[src/rtl/irq_ctrl.sv]
// irq_ctrl: N_SRC-source edge-triggered interrupt controller for the jacaranda-8 data-memory port.
// Optional macro IRQ_CTRL_SYNC_EN inserts a two-flop synchroniser on every src bit before edge detection.
module irq_ctrl #(
  parameter int         N_SRC     = 4,
  parameter logic [7:0] BASE_ADDR = 8'd232
) (
  input  logic             wb_clk_i,
  input  logic             wb_rst_n,
  input  logic [N_SRC-1:0] src,
  input  logic [7:0]       addr,
  input  logic [7:0]       w_data,
  input  logic             w_en,
  output logic [7:0]       r_data,
  output logic             r_hit,
  output logic             int_req,
  output logic [7:0]       int_vec,
  output logic [7:0]       int_en
);
  typedef enum logic [1:0] {IDLE, DISPATCH, SERVICE} state_t;
  state_t           r_state;
  logic [N_SRC-1:0] r_prev, r_pending, r_mask;
  logic [7:0]       r_vec [N_SRC];
  logic [2:0]       r_active;
  logic [N_SRC-1:0] w_src, w_edge, w_req, w_w1c, w_clr;
  logic [7:0]       w_off, w_sel_vec;
  logic [2:0]       w_sel;
  logic             w_wr, w_go, w_eoi;
`ifdef IRQ_CTRL_SYNC_EN
  logic [N_SRC-1:0] r_sync1, r_sync2;
  // two-flop synchroniser for asynchronous pad-driven sources
  always_ff @(posedge wb_clk_i or negedge wb_rst_n) begin
    if (!wb_rst_n) begin
      r_sync1 <= '0;
      r_sync2 <= '0;
    end else begin
      r_sync1 <= src;
      r_sync2 <= r_sync1;
    end
  end
  assign w_src = r_sync2;
`else
  assign w_src = src;
`endif
  // window offset wraps below BASE_ADDR, so a single compare covers both ends
  assign w_off  = addr - BASE_ADDR;
  assign r_hit  = w_off < 8'(4 + N_SRC);
  assign w_wr   = w_en & r_hit;
  assign w_edge = w_src & ~r_prev;
  assign w_req  = r_pending & r_mask;
  assign w_go   = (r_state == IDLE) && (|w_req);
  assign w_eoi  = w_wr && (w_off == 8'd3) && (r_state == SERVICE);
  assign w_w1c  = (w_wr && w_off == 8'd0) ? w_data[N_SRC-1:0] : '0;
  // lowest enabled pending index wins; its vector and pending-clear follow
  always_comb begin
    w_sel     = '0;
    w_sel_vec = 8'h00;
    w_clr     = '0;
    for (int i = N_SRC - 1; i >= 0; i--) if (w_req[i]) w_sel = 3'(i);
    for (int i = 0; i < N_SRC; i++) begin
      if (w_sel == 3'(i)) w_sel_vec = r_vec[i];
      w_clr[i] = w_go && (w_sel == 3'(i));
    end
  end
  // zero-latency register read mux for the parent data-memory select
  always_comb begin
    r_data = 8'h00;
    if (r_hit) begin
      r_data = (w_off == 8'd0) ? 8'(r_pending) :
               (w_off == 8'd1) ? 8'(r_mask) :
               (w_off == 8'd2) ? {r_state != IDLE, 4'b0000, r_active} : 8'h00;
      for (int i = 0; i < N_SRC; i++) if (w_off == 8'(4 + i)) r_data = r_vec[i];
    end
  end
  // vector table writes
  always_ff @(posedge wb_clk_i or negedge wb_rst_n) begin
    if (!wb_rst_n) begin
      for (int i = 0; i < N_SRC; i++) r_vec[i] <= 8'h00;
    end else begin
      for (int i = 0; i < N_SRC; i++) if (w_wr && w_off == 8'(4 + i)) r_vec[i] <= w_data;
    end
  end
  // edge capture, mask, dispatch FSM and registered CPU-facing outputs
  always_ff @(posedge wb_clk_i or negedge wb_rst_n) begin
    if (!wb_rst_n) begin
      r_prev    <= '0;
      r_pending <= '0;
      r_mask    <= '0;
      r_active  <= '0;
      r_state   <= IDLE;
      int_req   <= 1'b0;
      int_vec   <= 8'h00;
      int_en    <= 8'h01;
    end else begin
      r_prev    <= w_src;
      r_pending <= (r_pending & ~w_w1c & ~w_clr) | w_edge;
      if (w_wr && w_off == 8'd1) r_mask <= w_data[N_SRC-1:0];
      if (w_go) begin
        r_active <= w_sel;
        int_vec  <= w_sel_vec;
      end
      int_req <= w_go;
      r_state <= w_go ? DISPATCH : (r_state == DISPATCH) ? SERVICE : w_eoi ? IDLE : r_state;
      int_en  <= (w_go || r_state == DISPATCH || (r_state == SERVICE && !w_eoi)) ? 8'h00 : 8'h01;
    end
  end
endmodule

[config.mk]
export PLATFORM = sky130hd
export DESIGN_NAME = irq_ctrl
export DESIGN_NICKNAME = d
export VERILOG_FILES = /design/src/rtl/irq_ctrl.sv
export SDC_FILE = /design/constraint.sdc
export NUM_CORES = 1
export LEC_CHECK = 0
export ABC_CLOCK_PERIOD_IN_PS = 5840
export BUFFER_PORTS_ARGS = -buffer_cell sky130_fd_sc_hd__buf_2
export CORE_MARGIN = 4
export CORE_UTILIZATION = 25
export CTS_CLUSTER_SIZE = 30
export DETAILED_ROUTE_END_ITERATION = 8
export SETUP_SLACK_MARGIN = 0.5
export SLEW_MARGIN = 30
export SYNTH_ARGS = -nofsm -noshare
export SYNTH_HDL_FRONTEND = slang
export SYNTH_SLANG_ARGS = --single-unit
[constraint.sdc]
create_clock -name wb_clk_i -period 5.84 [get_ports wb_clk_i]
set_input_delay 1.168 -clock wb_clk_i [delete_from_list [all_inputs] [get_ports wb_clk_i]]
set_output_delay 1.168 -clock wb_clk_i [all_outputs]
set_load 0.01 [all_outputs]
---- Word level (Yosys, flattened, before mapping) ----
Index checks and enable logic that the tools add are counted.
storage, ports and cells
  word-level logic and storage cells ...... 79
  bits in latches ......................... 0
  bits in writable memories ............... 0
  register bits after elaboration ......... 59
  output and inout bits ................... 26
  memories kept ........................... 0
  ROM bits ................................ 0
cells by class
  bitwise gates (word level) .............. 9
  order comparisons ....................... 1
  reductions and logical operators ........ 23
  divide/modulo/power cells ............... 0
  shift operators ......................... 0
  $add $sub $neg .......................... 1
  $mul .................................... 0
  equality and inequality tests ........... 12
  multiplexer cells ....................... 21
operators with widths
  operator                                                                       count
  8-bit two-way mux                                                              12
  8-bit by 3-bit equality test with 1-bit output (second input constant)         4
  4-bit bitwise AND                                                              4
  8-bit by 2-bit equality test with 1-bit output (second input constant)         2
  1-bit logical AND                                                              14
  2-bit two-way mux                                                              6
  4-bit NOT                                                                      3
  8-bit by 1-bit equality test with 1-bit output (second input constant)         1
  8-bit logical NOT                                                              1
  8-bit by 4-bit less-than comparator with 1-bit output (second input constant)  1
  8-bit subtractor (second input constant)                                       1
  3-bit by 2-bit equality test with 1-bit output (second input constant)         2
  4-bit two-way mux                                                              1
  4-bit bitwise OR                                                               1
  4-bit OR reduction                                                             1
  3-bit by 1-bit equality test with 1-bit output (second input constant)         1
  3-bit logical NOT                                                              1
  3-bit two-way mux                                                              1
  3-bit nonzero test                                                             1
  2-bit by 1-bit equality test with 1-bit output (second input constant)         1
  2-bit equality test (second input constant)                                    1
  2-bit logical NOT                                                              1
  1-bit logical OR                                                               2
  2-bit nonzero test                                                             1
  other kinds (3)                                                                3

---- Logic depth before layout (Yosys ltp) ----
Gate-level depths: netlist (run 1).
  word-level depth ........................ 10
  mapped depth ............................ 8
  depth with buffers taken out ............ 7

---- Worst setup path before layout (run 1) ----
OpenSTA, ideal clock, no wires.
  kind .................................... input to output
  start point ............................. in addr[3]
  end point ............................... out r_data[6]
  path buffers ............................ 1
  stages .................................. 7
  data required time ...................... 4.672 ns
  path slack .............................. 2.215 ns
  arrival ................................. 2.457 ns
  path through ............................ inv_1 > ha_1 > and4b_1 > o211ai_4 > buf_2 > inv_2 > and3_1
on the way
  elaborated cells on any way between the ends .. 15
  classes of those cells .................. add/sub (1); order compare (1); eq/ne (5); mux (7); reduce/logical (1)
RTL lines
  element                                                line  text
  start, declared                                        10    input logic [7:0] addr,
  8-bit subtractor                                       45    assign w_off = addr - BASE_ADDR;
  8-bit by 4-bit less-than comparator with 1-bit output  46    assign r_hit = w_off < 8'(4 + N_SRC);
  named net r_hit                                        14    output logic r_hit,
  8-bit two-way mux                                      67    if (r_hit) begin
  end, declared                                          13    output logic [7:0] r_data,
The timed path passes the listed nets, and every way through them passes these cells.

---- Worst setup path after layout (run 1) ----
  start point ............................. in addr[3]
  end point ............................... out r_data[6]
on the way
  cells in the longest elaborated chain, start to end .. 9
  elaborated cells on any way between the ends .. 15
  classes of those cells .................. add/sub (1); order compare (1); eq/ne (5); mux (7); reduce/logical (1)
ends and longest elaborated chain
  element                                         line  text
  8-bit subtractor (*)                            45
  8-bit by 1-bit equality test with 1-bit output  69    (w_off == 8'd1) ? 8'(r_mask) :
  8-bit two-way mux                               69
  8-bit two-way mux                               68    r_data = (w_off == 8'd0) ? 8'(r_pending) :
  8-bit two-way mux (4 in series)                 71    for (int i = 0; i < N_SRC; i++) if (w_off == 8'(4 + i)) r_data = r_vec[i];
  8-bit two-way mux (*)                           67
Mark *: on every way between the ends. The rest lies on a longest branch, timed or not.

==> results of run 1 <==
-- worst max-delay path, cell delays in order --
cell and delay (ns):
buf_2 0.12, inv_1 0.05, ha_1 0.18, and4b_1 0.23, o211ai_4 0.58, inv_2 0.13
and3_1 0.20, buf_2 0.13
-- layout make-up --
| class | instances | area, sq um |
|---|---|---|
| Clock buffer | 14 | 254.0 |
| Fill cell | 1260 | 8363 |
| Inverter | 11 | 41.29 |
| Multi-Input combinational cell | 191 | 1504 |
| Sequential cell | 58 | 1453 |
| Tap cell | 147 | 183.9 |
| Timing Repair Buffer | 42 | 212.7 |
-- power by group --
group	switching, W	internal [W]	total [W]
combinational	0.0000836	0.0000514	0.000135
clock	0.000169	0.000293	0.000463
sequential	0.0000232	0.000433	0.000456
total	0.000276	0.000778	0.00105
-- routing by layer --
layer / global-route usage, % / vias to the layer above / wire length [um]
met2: 21.35 / 117 / 4379
li1: - / 1092 / -
met4: 4.924 / 0 / 166
met5: 0 / - / 0
met1: 17.65 / 1233 / 3995
met3: 3.846 / 15 / 667
-- registers in the layout, indices dropped and copies added, names as in the netlist --
name and cells:
int_en 1, int_req 1, int_vec 8, r_active 2
r_mask 4, r_pending 4, r_prev 4, r_state 2
r_vec 32
-- cell usage in the layout, fill, tap and decap left out, types with 9 or more instances in the layout --
master / instances
buf_2: 41
clkbuf_16: 9
a21oi_1: 10
nor2_1: 11
nand3_1: 10
mux2_2: 35
dfrtp_1: 57
o21ai_0: 9
mux2i_1: 11
nand2_1: 24
inv_1: 10
-- cell families (layout without fill, tap and decap cells) --
kind of cell	Yosys count	in the layout
DFF	58	58
other	1	7
and+or+nand+nor	81	81
adders and majority gates	1	1
buffers and inverters	28	67
AOI/OAI and AO/OA	52	52
muxes	50	50
-- per-stage QoR --
step	hold slack, ns	setup slack [ns]	util, %	instance area (sq um)	power (W)
after floorplan	0.4096	2.215	-	3093	0.0005437
after global placement	0.4292	1.944	28.22	3390	0.0005891
after detailed placement	0.4289	1.878	28.26	3395	0.0005958
after CTS	0.4435	1.880	30.38	3649	0.001060
after global routing	0.4705	1.787	30.38	3649	0.001097
final	0.4340	1.885	30.38	3649	0.001054
-- how the worst max path moves through the flow --
stage                           end  slack [ns]  cells past startpoint  startpoint
after floorplan           r_data[6]        2.21                      7     addr[3]
after global placement    r_data[6]        1.94                      8     addr[3]
after detailed placement  r_data[6]        1.88                      8     addr[3]
after CTS                 r_data[6]        1.88                      8     addr[3]
after global routing      r_data[6]        1.79                      8     addr[3]
final                     r_data[6]        1.89                      8     addr[3]
==> impl_metrics.env, run 1 <==
export IMPL_hold_class="flop to flop"
export IMPL_start_util_pct=25.56
export IMPL_rsz0062_at_grt="false"
export IMPL_synth_seq_cells=58
export IMPL_drt_drc_violations_left=0
export IMPL_ys_flop_type="dfrtp_1"
export IMPL_timing_fmax_ghz=0.2529
export IMPL_critPathMaxFanout=15
export IMPL_hold_path_end="r_pending[1]"
export IMPL_crit_arrival_ns=2.79
export IMPL_ff2ff_path_depth=5
export IMPL_power_density_nw_per_um2=288.9
export IMPL_tns_ns=0
export IMPL_cts_buffer_depth=2
export IMPL_fp_dieArea_sq_um=14120
export IMPL_path_clk_slew_ns=0.05
export IMPL_dr_pass1_iters=7
export IMPL_yosys_area_share_simple_pct=15.69
export IMPL_numCtsBuffers=9
export IMPL_cts_max_level=3
export IMPL_wl_mm=9.208
export IMPL_synth_most_common_cell="dfrtp_1"
export IMPL_synth_xor_area_share_pct=0
export IMPL_drt_iter0_drc=219
export IMPL_synth_compound_area_share_pct=12.88
export IMPL_yosysTopAreaCell="dfrtp_1"
export IMPL_core_area_sq_um=12010
export IMPL_slew_viol_final=0
export IMPL_yosysTopAreaCellShare_pct=46.45
export IMPL_grt_antenna_before_repair=0
export IMPL_die_w_um=118.8
export IMPL_async_flop_share_pct=100.0
export IMPL_synthMuxAreaShare_pct=18.99
export IMPL_placedCellCount=449
export IMPL_synth_top_family_by_area="multiplexers"
export IMPL_syn_area_sq_um=3070
export IMPL_ir_drop_mv=0.09813
export IMPL_io_buffers=41
export IMPL_synthCells=271
export IMPL_grt_pass1_wl_mm=14.79
export IMPL_ys_warn_count=0
export IMPL_setup_worst_path_start_class="primary input"
export IMPL_leakage_nw=1.667
export IMPL_status="complete, no violations"
export IMPL_grt_pass1_vias=2614
export IMPL_avgSynthCellArea_sq_um=11.33
export IMPL_grt_total_usage_pct=13.51
export IMPL_area_delta_synth_final_pct=18.83
export IMPL_ys_types=43
export IMPL_cts_sinks=58
export IMPL_die_y_um=118.8
export IMPL_drive_above_1_share_pct=32.59
export IMPL_synth_edff_count=0
export IMPL_period_minus_slack_ns=3.955
export IMPL_gp_congestion=0.8491
export IMPL_vias=2457
export IMPL_hold_path_depth=1
export IMPL_cts_root_buf="clkbuf_16"
export IMPL_hold_buffers=0
export IMPL_nets=337
export IMPL_place_hpwl_mm=6.435
export IMPL_insertion_delay_ns=0.33
export IMPL_endpoint_kind="primary output"
export IMPL_ant_nets=0
export IMPL_grt_max_degree=59
export IMPL_synthTopCellsByCount="57 x dfrtp_1, 35 x mux2_2, 24 x nand2_1"
export IMPL_tightest_slew_ns=0.8152
export IMPL_n_antenna_cell=0
export IMPL_stdcell_count=463
export IMPL_crit_required_ns=4.67
export IMPL_clock_skew_ns=0.004042
export IMPL_cts_tree="built"
export IMPL_cap_violations=0
export IMPL_ys_seq_area_share_pct=47.31
export IMPL_pin_count=49
export IMPL_hold_start="r_prev[1]"
export IMPL_worstSetupPathType="primary input to primary output"
export IMPL_setup_violations=0
export IMPL_grt_overflow_total=0
export IMPL_wl_per_cell_um=19.89
export IMPL_synth_adder_area_share_pct=0.4075
export IMPL_period_share_pct=67.72
export IMPL_ctsResizeCount=0
export IMPL_final_hold_violation_count=0
export IMPL_synth_area_top_cells="dfrtp_1 46%, mux2_2 13%, mux2i_1 3.6%, nand2_1 2.9%, a311oi_1 2.3%"
export IMPL_reg2reg_to="int_vec[3]"
export IMPL_rrSetupSlack_ns=3.48
export IMPL_rows=40
export IMPL_cts_setup_buffers=0
export IMPL_max_slew_margin_pct=45.45
export IMPL_avgViaCountPerCell=5.307
export IMPL_worstReg2RegStart="r_mask[0]"
Note: power is estimated with default switching activity, not from simulation.
==> run 2, diff against run 1 <==
Settings changed: ABC_CLOCK_PERIOD_IN_PS 5840 to 3600.
Clock period 5.84 ns to 3.6 ns, I/O delays scaled along.
==> run 2 against run 1 <==
Effect of this change:
- die area did not move
- sequential share of layout area fell by 0.88 points
- register-to-register slack got worse by 2.2 ns
- non-clock buffer count rose by 5
- via count rose by 3.1%
- setup slack got worse by 1.2 ns
- final area rose by 2.3%
- combinational power rose by 65%
- total power rose by 69%
- critical endpoint is now r_data[1]
- highest routed layer unchanged
==> impl_metrics.env, run 2 (synthesis results as in run 1) <==
export IMPL_status="complete, no violations"
export IMPL_ir_drop_mv=0.2042
export IMPL_multiInputGateArea_sq_um=1504
export IMPL_drive_above_1_share_pct=34.67
export IMPL_ff2ff_path_depth=5
export IMPL_rrSetupSlack_ns=1.29
export IMPL_use_met1_pct=18.61
export IMPL_endpoint_kind="primary output"
export IMPL_use_met3_pct=3.466
export IMPL_dpl_instance_area_sq_um=3395
export IMPL_fp_dieArea_sq_um=14120
export IMPL_grt_antenna_before_repair=0
export IMPL_cts_tree="built"
export IMPL_rsz0062_at_grt="false"
export IMPL_cp_endpoint="r_data[1]"
export IMPL_placedCellCount=449
export IMPL_setup_worst_path_start_class="primary input"
export IMPL_pin_count=49
export IMPL_period_minus_slack_ns=2.953
export IMPL_layout_commonest_cell="dfrtp_1"
export IMPL_max_slew_margin_pct=45.60
export IMPL_cts_max_level=3
export IMPL_hold_class="primary input to async pin"
export IMPL_clock_skew_ns=0.006891
export IMPL_slew_viol_final=0
export IMPL_io_buffers=41
export IMPL_die_y_um=118.8
export IMPL_vias=2533
export IMPL_avgViaCountPerCell=5.389
export IMPL_die_w_um=118.8
export IMPL_regMostFlops="r_vec"
export IMPL_gp_congestion=0.8535
export IMPL_cts_sinks=58
export IMPL_grt_busiest_layer="met2"
export IMPL_tns_ns=0
export IMPL_grt_total_usage_pct=13.93
export IMPL_period_share_pct=82.04
export IMPL_critPathMaxFanout=15
export IMPL_cap_violations=0
export IMPL_area_delta_synth_final_pct=21.52
export IMPL_tightest_slew_ns=0.8130
export IMPL_path_clk_slew_ns=0.05
export IMPL_fillers=1235
export IMPL_fin_hold_ws_ns=0.3619
export IMPL_dr_pass1_iters=5
export IMPL_cts_root_buf="clkbuf_16"
export IMPL_crit_arrival_ns=2.23
export IMPL_worstReg2RegStart="r_mask[0]"
export IMPL_cp_startpoint="addr[1]"
export IMPL_stdcell_area_sq_um=3731
export IMPL_crit_required_ns=2.88
export IMPL_drt_drc_violations_left=0
export IMPL_worstSetupPathType="primary input to primary output"
export IMPL_grt_max_degree=39
export IMPL_timing_fmax_ghz=0.3386
export IMPL_grt_pass1_wl_mm=14.91
export IMPL_ant_nets=0
export IMPL_insertion_delay_ns=0.33
export IMPL_place_hpwl_mm=6.430
export IMPL_final_hold_violation_count=0
export IMPL_nets=342
export IMPL_n_antenna_cell=0
export IMPL_numCtsBuffers=9
export IMPL_setup_violations=0
export IMPL_wl_per_cell_um=20.06
export IMPL_drt_iter0_drc=250
export IMPL_largest_reg_flops=32
export IMPL_power_density_nw_per_um2=476.1
export IMPL_leakage_nw=1.715
export IMPL_grt_overflow_total=0
export IMPL_rows=40
export IMPL_stdcell_count=470
export IMPL_fin_util_pct=31.06
export IMPL_final_cell_mix="57 x dfrtp_1, 40 x buf_2, 35 x mux2_2, 24 x nand2_1"
export IMPL_grt_pass1_vias=2514
export IMPL_top_regs="r_vec x32, int_vec x8"
export IMPL_reg2reg_to="int_vec[6]"
export IMPL_cts_buffer_depth=2
export IMPL_wl_mm=9.426
export IMPL_met2_usage_pct=20.82
export IMPL_regArea_sq_um=1453
export IMPL_core_area_sq_um=12010
export IMPL_start_util_pct=25.56
-- run 2: cell count changes in the layout (fill, tap and decap cells not counted) --
cell,delta
clkbuf_4,+1
clkinv_2,+2
buf_12,+1
buf_4,+4
buf_2,-1
clkbuf_8,+2
clkbuf_1,-2
-- run 2: how the worst min path moves through the flow --
| stage | end |
|---|---|
| 2_1_floorplan | r_pending[1] |
| 3_3_place_gp | r_pending[1] |
| 3_5_place_dp | r_pending[1] |
| 4_1_cts | int_req |
| 5_1_grt | r_vec[8] |
| 6_report | r_pending[1] |
-- run 2: metal layers --
| layer | routed length [um] | part of all wire (%) |
|---|---|---|
| met1 | 4062 | 43 |
| met2 | 4419 | 47 |
| met3 | 665 | 7.1 |
| met4 | 279 | 3.0 |
| met5 | 0 | 0 |
-- run 2: report_power, final --
group	switching (W)	leakage, nW	total, W	internal (W)
clock network	0.000295	0.143	0.000814	0.000519
logic	0.000138	0.809	0.000223	0.0000858
registers	0.0000369	0.764	0.000739	0.000702
total	0.000469	1.72	0.00178	0.00131
-- run 2: area by class of cell --
class / instances / area share [%]
Clock buffer: 14 / 7.344
Clock inverter: 2 / 0.2683
Inverter: 11 / 1.107
Multi-Input combinational cell: 191 / 40.31
Sequential cell: 58 / 38.93
Tap cell: 147 / 4.930
Timing Repair Buffer: 47 / 7.109
-- run 2: what timing repair did --
item | 4_1_cts | 5_1_grt
hold buffers | 0 | 0
gates resized for setup | 0 | 1
setup buffers | 0 | 5
endpoints found under the setup margin | 0 | 2
-- run 2: worst max-delay path, cell delays in order --
cell and delay, ns:
buf_2 0.32, nor2b_1 0.43, o2bb2ai_1 0.20, a222oi_1 0.09, nor3_1 0.28, buf_2 0.19
-- run 2: per-stage QoR --
step	power, W	setup slack (ns)
floorplan	0.0008819	0.8706
global placement	0.0009560	0.6032
detailed placement	0.0009661	0.5395
CTS	0.001783	0.5285
global route	0.001855	0.5734
finish	0.001776	0.6467
